<file path="src/rtl/drop_scheduler.sv">
// Gravity drop scheduler: turns timebase ticks into level-paced drop requests queued for the engine.
// Optional macro DROP_STATS_EN adds a drops_total counter of acknowledged drops.
module drop_scheduler #(
    parameter int LEVEL_W    = 4,
    parameter int PEND_W     = 3,
    parameter int BASE_TICKS = 20,
    parameter int STEP       = 2,
    parameter int MIN_TICKS  = 2,
    parameter int SOFT_TICKS = 1
) (
    input  logic               clk,
    input  logic               reset_n,
    input  logic               tick_in,
    input  logic               enable,
    input  logic [LEVEL_W-1:0] level,
    input  logic               soft_drop,
    input  logic               clear,
    output logic               drop_req,
    input  logic               drop_ack,
    output logic [PEND_W-1:0]  pending,
    output logic               overrun,
    output logic [7:0]         period
`ifdef DROP_STATS_EN
    ,
    output logic [15:0]        drops_total
`endif
);

    localparam logic [PEND_W-1:0] PEND_MAX = '1;

    typedef enum logic {
        OFF,
        COUNT
    } state_t;

    state_t              state;
    logic [7:0]          tcnt;
    logic signed [11:0]  lp_raw;
    logic [7:0]          lp;
    logic                counting;
    logic [8:0]          tcnt_inc;
    logic                drop_ev;
    logic                ack_v;
    logic                lost;
    logic [PEND_W-1:0]   pend_next;

    // Signed 12-bit arithmetic so a high level drives lp_raw negative instead of wrapping.
    assign lp_raw = 12'(BASE_TICKS) - 12'(level) * 12'(STEP);

    always_comb begin
        if (lp_raw < $signed(12'(MIN_TICKS)))
            lp = 8'(MIN_TICKS);
        else
            lp = lp_raw[7:0];
        if (soft_drop && (8'(SOFT_TICKS) < lp))
            period = 8'(SOFT_TICKS);
        else
            period = lp;
    end

    assign counting = (state == COUNT) && enable;
    assign tcnt_inc = {1'b0, tcnt} + 9'd1;
    // >= (not ==) so a period that shrinks below the running count fires on the next tick.
    assign drop_ev  = counting && tick_in && (tcnt_inc >= {1'b0, period});
    assign ack_v    = drop_ack && drop_req;

    // NOTE: every output of this block gets a default first, so no latch is inferred.
    always_comb begin
        pend_next = pending;
        lost      = 1'b0;
        if (drop_ev && !ack_v) begin
            if (pending == PEND_MAX)
                lost = 1'b1;
            else
                pend_next = pending + 1'b1;
        end else if (ack_v && !drop_ev) begin
            pend_next = pending - 1'b1;
        end
    end

    // NOTE: all state below uses non-blocking assignments so every register sees pre-edge values.
    always_ff @(posedge clk) begin
        if (!reset_n) begin
            state    <= OFF;
            tcnt     <= '0;
            pending  <= '0;
            drop_req <= 1'b0;
            overrun  <= 1'b0;
        end else begin
            state <= enable ? COUNT : OFF;
            if (clear) begin
                tcnt     <= '0;
                pending  <= '0;
                drop_req <= 1'b0;
                overrun  <= 1'b0;
            end else begin
                if (counting && tick_in)
                    tcnt <= drop_ev ? 8'd0 : tcnt_inc[7:0];
                pending  <= pend_next;
                drop_req <= (pend_next != '0);
                if (lost)
                    overrun <= 1'b1;
            end
        end
    end

`ifdef DROP_STATS_EN
    // Survives clear; only reset zeroes it. An ack discarded by clear is not counted.
    always_ff @(posedge clk) begin
        if (!reset_n)
            drops_total <= '0;
        else if (ack_v && !clear)
            drops_total <= drops_total + 16'd1;
    end
`endif

endmodule

</file>
<file path="config.mk">
export PLATFORM = sky130hd
export DESIGN_NAME = drop_scheduler
export DESIGN_NICKNAME = d
export VERILOG_FILES = /design/src/rtl/drop_scheduler.sv
export SDC_FILE = /design/constraint.sdc
export NUM_CORES = 1
export LEC_CHECK = 0
export ABC_AREA = 1
export CORE_MARGIN = 2
export CORE_UTILIZATION = 58
export DETAILED_ROUTE_END_ITERATION = 7
export DONT_BUFFER_PORTS = 1
export PLACE_DENSITY = 0.73
export SYNTH_ARGS = -nofsm -noshare
export SYNTH_HDL_FRONTEND = slang
export SYNTH_SLANG_ARGS = --single-unit
</file>
<file path="constraint.sdc">
create_clock -name clk -period 5.8 [get_ports clk]
set_clock_uncertainty 0.15 [all_clocks]
set_input_delay 1.16 -clock clk [delete_from_list [all_inputs] [get_ports clk]]
set_output_delay 1.16 -clock clk [all_outputs]
set_load 0.1 [all_outputs]
</file>
# --- Word-level counts from Yosys, hierarchy flattened ---
# Index checks and enable logic that the tools add are counted.
classes:
  addsub: 4
  order_cmp: 3
  eq_ne: 1
  mux: 9
  n_bitwise: 1
  reduce_logical: 11
op_table:
  columns: ["op", "n"]
  rows:
  - ["$mux 8", 3]
  - ["$add 8x1->9 const B", 1]
  - ["$ge 9x8->1", 1]
  - ["$mux 3", 3]
  - ["$lt 1x8->1 const A", 1]
  - ["$logic_and 1x1->1", 7]
  - ["$lt 6x3->1 const B", 1]
  - ["$sub 5x5->6 const A", 1]
  - ["$add 3x1->3 const B", 1]
  - ["$eq 3x3->1 const B", 1]
  - ["$mux 1", 3]
  - ["$reduce_bool 3->1", 1]
  - ["$sub 3x1->3 const B", 1]
  - ["$logic_not 1->1", 2]
  - ["$reduce_or 2->1", 1]
  - ["$not 1->1", 1]
word_totals:
  reg_bits: 14
  output_inout_bits: 13
  word_cells: 34

# --- Longest topological paths before layout ---
# Gate-level depths: netlist (run 1).
depth:
  ltp_word: 13
  depth_mapped: 28
  ltp_nobuf: 28

# --- Worst setup path before layout (run 1) ---
# Ideal clock, no wire load.
synth_timing:
  kind: "input to register"
  start: "input port level[0]"
  end: "register drop_req"
  setup_ns: 0.117
  t_arrival_ns: 6.513
  required_time_ns: 5.533
  setup_slack_ns: -0.980
  stages: 25
  n_path_buf: 0
  cell_sequence: "ha_1 -> xor2_1 -> nor2_1 -> and3_1 -> ha_1 -> nor2_1 -> nand4_1 -> nand2_1 -> inv_1 -> nor3_1 -> inv_1 -> ha_1 -> a21o_1 -> o21bai_1 -> nand2_1 -> nand4_1 -> nand2_1 -> nand2_1 -> nand2_2 -> nand2_4 -> nand2_4 -> nand2_1 -> nand3_1 -> nand2_1 -> nand3_2"
synth_via:
  elab_chain_len: 13
synth_lines:
  columns: ["item", "line", "text"]
  rows:
  - ["from (decl)", "15", "input logic [LEVEL_W-1:0] level,"]
  - ["$sub 5x5->6 (*)", "48", "assign lp_raw = 12'(BASE_TICKS) - 12'(level) * 12'(STEP);"]
  - ["$lt 6x3->1", "51", "if (lp_raw < $signed(12'(MIN_TICKS)))"]
  - ["$mux 8 (*)", "51", null]
  - ["$lt 1x8->1", "55", "if (soft_drop && (8'(SOFT_TICKS) < lp))"]
  - ["$logic_and 1x1->1", "55", null]
  - ["$mux 8 (*)", "55", null]
  - ["via period[0]", "22", "output logic [7:0] period"]
  - ["$ge 9x8->1 (*)", "64", "assign drop_ev = counting && tick_in && (tcnt_inc >= {1'b0, period});"]
  - ["$logic_and 1x1->1 (*)", "64", null]
  - ["$logic_not 1->1", "76", "end else if (ack_v && !drop_ev) begin"]
  - ["$logic_and 1x1->1", "76", null]
  - ["$mux 3", "76", null]
  - ["$mux 3 (*)", "71", "if (drop_ev && !ack_v) begin"]
  - ["$reduce_bool 3->1 (*)", "100", "drop_req <= (pend_next != '0);"]
  - ["to (signal assigned)", "100", null]
  - ["to (decl)", "18", "output logic drop_req,"]
# Mark *: on every way through the listed nets, which the timed path passes. The rest lies on a longest branch.
# A chain may end at the register's enable or synchronous reset.

# --- Worst setup path in the final report (run 1) ---
layout_timing:
  start: "input port level[0]"
  end: "output port period[1]"
layout_via:
  elab_chain_len: 6
layout_lines:
  columns: ["item", "line"]
  rows:
  - ["$sub 5x5->6 (*)", "48"]
  - ["$lt 6x3->1", "51"]
  - ["$mux 8 (*)", "51"]
  - ["$lt 1x8->1", "55"]
  - ["$logic_and 1x1->1", "55"]
  - ["$mux 8 (*)", "55"]
  - ["to (decl)", "22"]
# Every way passes the cells marked *; elsewhere a longest branch is shown, timed or not.

==> results of run 1 <==
-- synthesized netlist by cell type --
library cell / n
nand4_1: 4
o21bai_1: 1
o21a_1: 2
nand2_2: 5
xnor2_1: 2
inv_1: 29
buf_4: 2
xor2_1: 5
nand2_1: 39
nand2_4: 3
nor3_1: 2
o2111ai_1: 1
o21ai_0: 3
dfxtp_1: 14
clkbuf_1: 1
nor2_1: 12
nand3_1: 11
and3_1: 1
a211oi_1: 2
a21oi_1: 9
inv_2: 2
a21o_1: 1
ha_1: 11
inv_4: 1
o21ai_1: 1
nor2_2: 1
nand3_2: 5
-- worst max-delay path by stage --
stage / to / depth (start not counted) / slack, ps / from
after detailed placement: drop_req$_SDFF_PP0_ / 27 / 1080 / level[0]
after floorplan: drop_req$_SDFF_PP0_ / 25 / 300 / level[0]
after global routing: drop_req$_SDFF_PP0_ / 27 / 940 / level[0]
final: period[1] / 12 / 1220 / level[0]
after CTS: period[1] / 12 / 1210 / level[0]
after global placement: drop_req$_SDFF_PP0_ / 27 / 1210 / level[0]
-- through the flow --
stage / power [mW] / util, % / worst slack [ps]
2_1_floorplan: 0.157 / - / 303
3_3_place_gp: 0.166 / 64.8 / 1210
3_5_place_dp: 0.168 / 64.8 / 1080
4_1_cts: 0.238 / 66.7 / 1210
5_1_grt: 0.248 / 66.7 / 935
6_report: 0.235 / 66.7 / 1220
-- sequential cells by signal, indices dropped and copies added (netlist names) --
name	flops
state	1
drop_req	1
overrun	1
pending	3
tcnt	8
-- worst max-delay path, cell delays in order --
cell	delay, ps
ha_1	200
xor2_1	190
nor2_1	80
and3_1	170
ha_1	350
nor2_1	180
nand4_1	110
nand2_1	80
inv_1	70
buf_4	240
nor2_2	130
buf_4	300
-- power by group through the flow --
stage	logic [mW]	registers, mW	clock network (mW)
floorplan	0.0542	0.103	0
global placement	0.0625	0.103	0
detailed placement	0.0644	0.103	0
CTS	0.0647	0.101	0.0718
global route	0.0711	0.101	0.0756
finish	0.0643	0.101	0.0699
-- cell type report --
type                            count  area, µm²
Clock buffer                        4       36.3
Fill cell                         191        641
Inverter                           32        123
Multi-Input combinational cell    121        751
Sequential cell                    14        280
Tap cell                           27       33.8
Timing Repair Buffer                6       57.6
-- logic make-up after synthesis --
logic type | synth area share [%]
AO/OA/AOI/OAI | 10.3
XOR/XNOR | 5.34
adder cells (fa/ha/maj) | 12.0
buffers and inverters | 12.3
flip-flops | 24.4
AND/OR/NAND/NOR | 35.6
-- metal layers --
metal | GRT usage, % | share of wire [%] | routed length [µm] | vias to the layer above
li1 | - | - | - | 559
met1 | 28.4 | 46 | 1060 | 468
met2 | 41.2 | 48 | 1120 | 21
met3 | 4.94 | 5.6 | 129 | 3
met4 | 5.71 | 0.43 | 10 | 0
met5 | 0 | 0 | 0 | -
==> flow_metrics.tcl, run 1 <==
set metrics [dict create \
    tns_ps 0 \
    hold_path_depth 2 \
    cts_root_buf "clkbuf_4" \
    first_pass_iters 4 \
    wire_per_inst_um 11.4 \
    syn_area_um2 1150 \
    io_pins 24 \
    max_slew_margin_pct 27.7 \
    clkLatencyLatePin_ps 280 \
    vias 1051 \
    syn-num-nets 192 \
    seq_power_share_pct 43.0 \
    cts_tree "built" \
    dp_hpwl_um 1950 \
    reg2reg_slack_ps 3000 \
    die-area_um2 2350 \
    fin_crit_sh_pct 79.0 \
    grt_max_degree 14 \
    power_frac_comb_pct 27.3 \
    p_int_mw 0.152 \
    grt_pass1_wl_um 4390 \
    final_common_cell "nand2_1" \
    chipHeight_um 48.5 \
    gp_congestion 0.810 \
    cts_buffer_depth 2 \
    yosys-top-cells-area "dfxtp_1, nand2_1, ha_1" \
    area_delta_synth_final_pct 11.5 \
    outcome "completed" \
    drv_cap 0 \
    cts.sinks 14 \
    worstMarginPinSlew_ps 1080 \
    leakagePower_nw 0.660 \
    finalWirelength_um 2320 \
    core_um2 1920 \
    antenna_found_initial 0 \
    antenna_cells 0 \
    synth.largest_area_cell "dfxtp_1" \
    hold_slack_ps 343 \
    syn_inst 170 \
    r2r_start "tcnt[0]$_SDFFE_PP0P_" \
    worst_setup_path_start_kind "primary input" \
    drv_slew 0 \
    r2r-end "drop_req$_SDFF_PP0_" \
    r2r_cells 17 \
    port_buffers 0 \
    fin_crit_ps 4580 \
    max_freq_mhz 218 \
    post_cts_buffers 0 \
    cp_max_fo 4 \
    layout-drive-gt1-share_pct 17.5 \
    most-common-layout-cells "nand2_1, inv_1, dfxtp_1, nand3_1, ha_1" \
    first_global_vias 1074 \
    drc 0 \
    rsz0062_at_grt "no" \
    hold_viol 0 \
    min_from "tcnt[1]$_SDFFE_PP0P_" \
    power_density_nw_per_um2 184 \
    synth_seq_cells 14 \
    placed_area_um2 1240 \
    clkPwrFrac_pct 29.7 \
    gr-usage-all-layers_pct 23.1 \
    finalInstanceArea_um2 1280 \
    p_sw_share_pct 35.4 \
    ctsHoldBuffers 0 \
    htreeDepth 1 \
    dpl.cell_count 200 \
    max-vdd-ir-drop_mv 0.163 \
    gr-total-overflow 0 \
    viasPerCell 5.15 \
    nets 200 \
    netlist.area_leader.share_pct 24.4 \
    worstPathArrival_ps 3270 \
    drt_iter0_markers 24 \
    ys_seq_area_share_pct 24.4 \
    setup_viol 0 \
    critPathKind "in -> out" \
    syn_area_per_cell_um2 6.76 \
    final_cells 204 \
    initial_core_util_pct 59.8 \
    required_ps 4490 \
    holdPathEnd "tcnt[1]$_SDFFE_PP0P_" \
    hold_path.class "reg -> reg" \
    ant_nets 0 \
    dieWidth_um 48.5 \
    yosysWarningCount 0 \
    synth.distinct_cells 27 \
    end_kind "output pin" \
    p_sw_mw 0.0833 \
    row_count 16 \
    clk_pin_slew_ps 80 \
    cts_buffers 3 \
    cts.repair.resized 0 \
]
Power figures use the tool's default switching activity.
==> inputs of run 2 (changes only) <==
Settings changed: CORE_UTILIZATION 58 to 56.
Clock period 5.8 ns to 4.1 ns, I/O delays scaled along.
==> flow_metrics.tcl, run 2 (synthesized netlist as in run 1, its figures left out) <==
set metrics [dict create \
    cts_buffers 3 \
    fin_crit_sh_pct 93.7 \
    largest-register "tcnt" \
    dieWidth_um 49.3 \
    required_ps 4120 \
    first_pass_iters 4 \
    dp_hpwl_um 1920 \
    leakagePower_nw 0.685 \
    gr-usage-all-layers_pct 21.5 \
    clkLatencyLatePin_ps 280 \
    critPathKind "in -> reg" \
    final_common_cell "nand2_1" \
    ant_nets 0 \
    max_freq_mhz 260 \
    power_density_nw_per_um2 236 \
    finalWirelength_um 2350 \
    core_um2 1940 \
    antenna_cells 0 \
    area_delta_synth_final_pct 19.4 \
    worst_setup_path_start_kind "primary input" \
    grt_max_degree 14 \
    row_count 16 \
    gp_congestion 0.867 \
    utilization_pct 70.6 \
    most-common-layout-cells "nand2_1, inv_1, dfxtp_1, buf_4, nand3_1" \
    fin_crit_ps 3840 \
    clk_pin_slew_ps 80 \
    max-vdd-ir-drop_mv 0.242 \
    outcome "completed" \
    p_int_mw 0.205 \
    vias 1084 \
    cp_max_fo 6 \
    worstPathArrival_ps 3860 \
    clkPwrFrac_pct 23.6 \
    worstMarginPinSlew_ps 1080 \
    grt_pass1_wl_um 4170 \
    first_global_vias 1065 \
    antenna_found_initial 0 \
    dpl.cell_count 205 \
    htreeDepth 1 \
    cts.sinks 14 \
    port_buffers 0 \
    drc 0 \
    cts_tree "built" \
    chipHeight_um 49.3 \
    reg.largest.list "tcnt x8, pending x3" \
    io_pins 24 \
    max_slew_margin_pct 28.0 \
    p_sw_share_pct 36.5 \
    nets 207 \
    setup_viol 0 \
    layout-drive-gt1-share_pct 24.6 \
    die-area_um2 2430 \
    layout_setup_ws_ps 257 \
    initial_core_util_pct 59.1 \
    tns_ps 0 \
    hold_slack_ps 345 \
    drv_slew 0 \
    gr-total-overflow 0 \
    largest_register_ffs 8 \
    hold_viol 0 \
    cts_root_buf "clkbuf_4" \
    wire_per_inst_um 11.2 \
    preCtsSetupSlack_ps -74.5 \
    final_cells 210 \
    ctsHoldBuffers 0 \
    drt_iter0_markers 15 \
    power_frac_comb_pct 32.2 \
    p_sw_mw 0.118 \
    drv_cap 0 \
    end_kind "flip-flop" \
    hold_path.class "reg -> reg" \
    cts_buffer_depth 2 \
    seq_power_share_pct 44.2 \
    viasPerCell 5.16 \
]
-- run 2: changes by cell type in the layout (fill, tap and decap cells not counted) --
cell	delta
buf_4	+7
a211oi_1	-2
a211oi_2	+2
ha_1	-2
ha_4	+2
nand2_1	-2
nand2_2	+2
clkbuf_8	-1
clkinvlp_4	+1
inv_1	-1
nor2_1	-1
nor2_4	+1
-- run 2: worst paths after layout --
check / start / end / slack [ps] / depth (start not counted)
max: level[0] / drop_req$_SDFF_PP0_ / 260 / 26
min: tcnt[6]$_SDFFE_PP0P_ / tcnt[6]$_SDFFE_PP0P_ / 350 / 2
max reg2reg: tcnt[0]$_SDFFE_PP0P_ / drop_req$_SDFF_PP0_ / 1310 / 19
min reg2reg: tcnt[6]$_SDFFE_PP0P_ / tcnt[6]$_SDFFE_PP0P_ / 350 / 2
-- run 2: metrics by stage --
step	power (mW)	instance area (µm²)
global placement	0.247	1330
detailed placement	0.248	1330
CTS	0.324	1350
floorplan	0.227	1210
global route	0.338	1370
finish	0.323	1370
-- run 2: cell type report --
class,instances,area [µm²]
multi-input combinational,121,798
fill,173,571
sequential,14,280
inverter,32,126
timing repair buffer,13,110
tap,27,33.8
clock buffer,3,22.5
-- run 2: power groups by stage --
stage / clock network, mW / logic, mW / registers, mW
4_1_cts: 0.0783 / 0.103 / 0.143
3_3_place_gp: 0 / 0.101 / 0.146
3_5_place_dp: 0 / 0.102 / 0.146
6_report: 0.0762 / 0.104 / 0.143
5_1_grt: 0.0827 / 0.112 / 0.143
2_1_floorplan: 0 / 0.0814 / 0.146
-- run 2: timing repair --
action | in CTS | in global routing
hold endpoints to repair | 0 | 0
setup buffers | 0 | 2
gates resized for setup | 0 | 1
endpoints found under the setup margin | 0 | 2
-- run 2: worst max-delay path, stage by stage --
cell        delay [ps]
ha_4               140
xor2_1             160
nor2_1              70
and3_1             190
ha_4               290
nor2_1              40
inv_1               60
nand4_1            100
nand2_2            110
clkinvlp_4         130
nor3_4             210
inv_1               60
ha_1               290
a21o_1             190
o21bai_1           110
nand2_1             70
nand4_1             90
nand2_1             50
nand2_1             60
nand2_2             90
nand2_4            120
nand2_4             70
nand2_1             70
nand2_1             60
nand3_2            120
nand3_2             70
-- run 2: routing by layer --
layer  up-vias  share of wire [%]  GRT usage, %
met5         -                  0             0
met1       489                 47          26.8
met3         0                4.1          5.52
li1        573                  -             -
met2        22                 49          37.8
met4         0                  0          2.86
==> inputs of run 3 (changes only) <==
Settings changed: CORE_UTILIZATION 56 to 40, CTS_BUF_LIST from default to sky130_fd_sc_hd__clkbuf_8, PLACE_DENSITY 0.73 to 0.55.
==> flow_metrics.tcl, run 3 (synthesized netlist as in run 1, its figures left out) <==
set metrics [dict create \
    io_pins 24 \
    largest_register_ffs 8 \
    clkLatencyLatePin_ps 250 \
    globalRouteMet2Util_pct 30.7 \
    preCtsSetupSlack_ps -58.1 \
    worst_setup_path_start_kind "primary input" \
    clk_pin_slew_ps 50 \
    fin_crit_ps 3790 \
    hold_viol 0 \
    cp.buffers_inverters 3 \
    area_delta_synth_final_pct 25.1 \
    max_stage_delay_ps 290 \
    gr-usage-all-layers_pct 16.6 \
    cts_tree "built" \
    r2r-end "drop_req$_SDFF_PP0_" \
    grt_max_degree 14 \
    worstMarginPinSlew_ps 1100 \
    cts_buffers 3 \
    nets 209 \
    die-area_um2 3320 \
    port_buffers 0 \
    final_cells 217 \
    antenna_found_initial 0 \
    dp_hpwl_um 2010 \
    final_common_cell "nand2_1" \
    dpl.cell_count 211 \
    finalWirelength_um 2410 \
    required_ps 4090 \
    first_global_vias 1094 \
    worstPathArrival_ps 3770 \
    chipHeight_um 57.6 \
    r2r_cells 18 \
    reg.largest.list "tcnt x8, pending x3" \
    initial_core_util_pct 42.0 \
    gr-total-overflow 0 \
    hold_path.class "reg -> reg" \
    grt_pass1_wl_um 4310 \
    viasPerCell 4.96 \
    max_slew_margin_pct 26.7 \
    vias 1076 \
    cp_slowest_cell "ha_4" \
    grt_use_met3_pct 3.17 \
    cts_buffer_depth 2 \
    antenna_cells 0 \
    setup_viol 0 \
    max_freq_mhz 264 \
    core_um2 2730 \
    gp_congestion 0.800 \
    cp_num_cells 26 \
    drt_iter0_markers 31 \
    row_count 19 \
    wire_per_inst_um 11.1 \
    drc 0 \
    most-common-layout-cells "nand2_1, inv_1, dfxtp_1, buf_4, nand3_1" \
    drv_cap 0 \
    drv_slew 0 \
    cts_root_buf "clkbuf_8" \
    cts.sinks 14 \
    fin_crit_sh_pct 92.4 \
    power_density_nw_per_um2 267 \
    leakagePower_nw 0.718 \
    crit_end "drop_req$_SDFF_PP0_" \
    layout_setup_ws_ps 312 \
    critPathKind "in -> reg" \
    ctsHoldBuffers 0 \
    dieWidth_um 57.6 \
    cp_max_fo 6 \
    end_kind "flip-flop" \
    ant_nets 0 \
    largest-register "tcnt" \
    layout-drive-gt1-share_pct 26.9 \
    worstSetupStartpoint "level[0]" \
    grt_busiest_layer "met2" \
    reg2reg_slack_ps 1290 \
    first_pass_iters 4 \
    crit_family "simple AND/OR/NAND/NOR gates" \
    crit_top_cell "nand2_1" \
    r2r_start "tcnt[0]$_SDFFE_PP0P_" \
    outcome "completed" \
    htreeDepth 1 \
    max-vdd-ir-drop_mv 0.238 \
    grt_use_met1_pct 17.2 \
]
-- run 3: repair_timing --
item,CTS,global route
buffers inserted,0,2
gates resized for setup,0,3
endpoints found under the setup margin,0,5
endpoints found under the hold margin,0,0
-- run 3: worst min path at each step --
stage / endpoint / cells past startpoint / from / slack [ps]
3_5_place_dp: tcnt[6]$_SDFFE_PP0P_ / 2 / tcnt[6]$_SDFFE_PP0P_ / 330
5_1_grt: tcnt[6]$_SDFFE_PP0P_ / 2 / tcnt[6]$_SDFFE_PP0P_ / 360
3_3_place_gp: tcnt[6]$_SDFFE_PP0P_ / 2 / tcnt[6]$_SDFFE_PP0P_ / 320
2_1_floorplan: tcnt[6]$_SDFFE_PP0P_ / 2 / tcnt[6]$_SDFFE_PP0P_ / 300
4_1_cts: tcnt[6]$_SDFFE_PP0P_ / 2 / tcnt[6]$_SDFFE_PP0P_ / 340
6_report: tcnt[6]$_SDFFE_PP0P_ / 2 / tcnt[6]$_SDFFE_PP0P_ / 340
-- run 3: worst min-delay path: cells and delay by family (launching register included) --
kind	cells	cell delay [ps]
flip-flops	1	320
AND/OR/NAND/NOR	1	60
AO/OA/AOI/OAI	1	50
-- run 3: routing by layer --
layer	routed length (µm)	share of wire, %	vias up
met5	0	0	-
met4	46	1.9	0
li1	-	-	574
met1	1030	43	478
met3	100	4.1	6
met2	1240	51	18
-- run 3: area by class of cell --
type	count	area (µm²)
repair buffers	15	125
multi-input cells	121	811
fillers	274	1300
well taps	31	38.8
inverters	32	126
flip-flops and latches	14	280
clock buffers	4	55.1
-- run 3: through the flow --
step                cell area [µm²]  hold slack, ps  power [mW]  util, %  TNS, ps
detailed placement             1350             328       0.251     49.4     -112
floorplan                      1210             305       0.227        -   -12380
CTS                            1410             337       0.385     51.4        0
finish                         1440             337       0.384     52.5        0
global placement               1350             325       0.249     49.4        0
global route                   1440             362       0.405     52.5    -15.4
-- run 3: power breakdown --
part	total (mW)	internal [mW]	switching [mW]	leakage (nW)
clock network	0.133	0.0851	0.0479	0.0288
logic	0.107	0.0360	0.0715	0.576
registers	0.143	0.138	0.00557	0.113
total	0.384	0.259	0.125	0.718
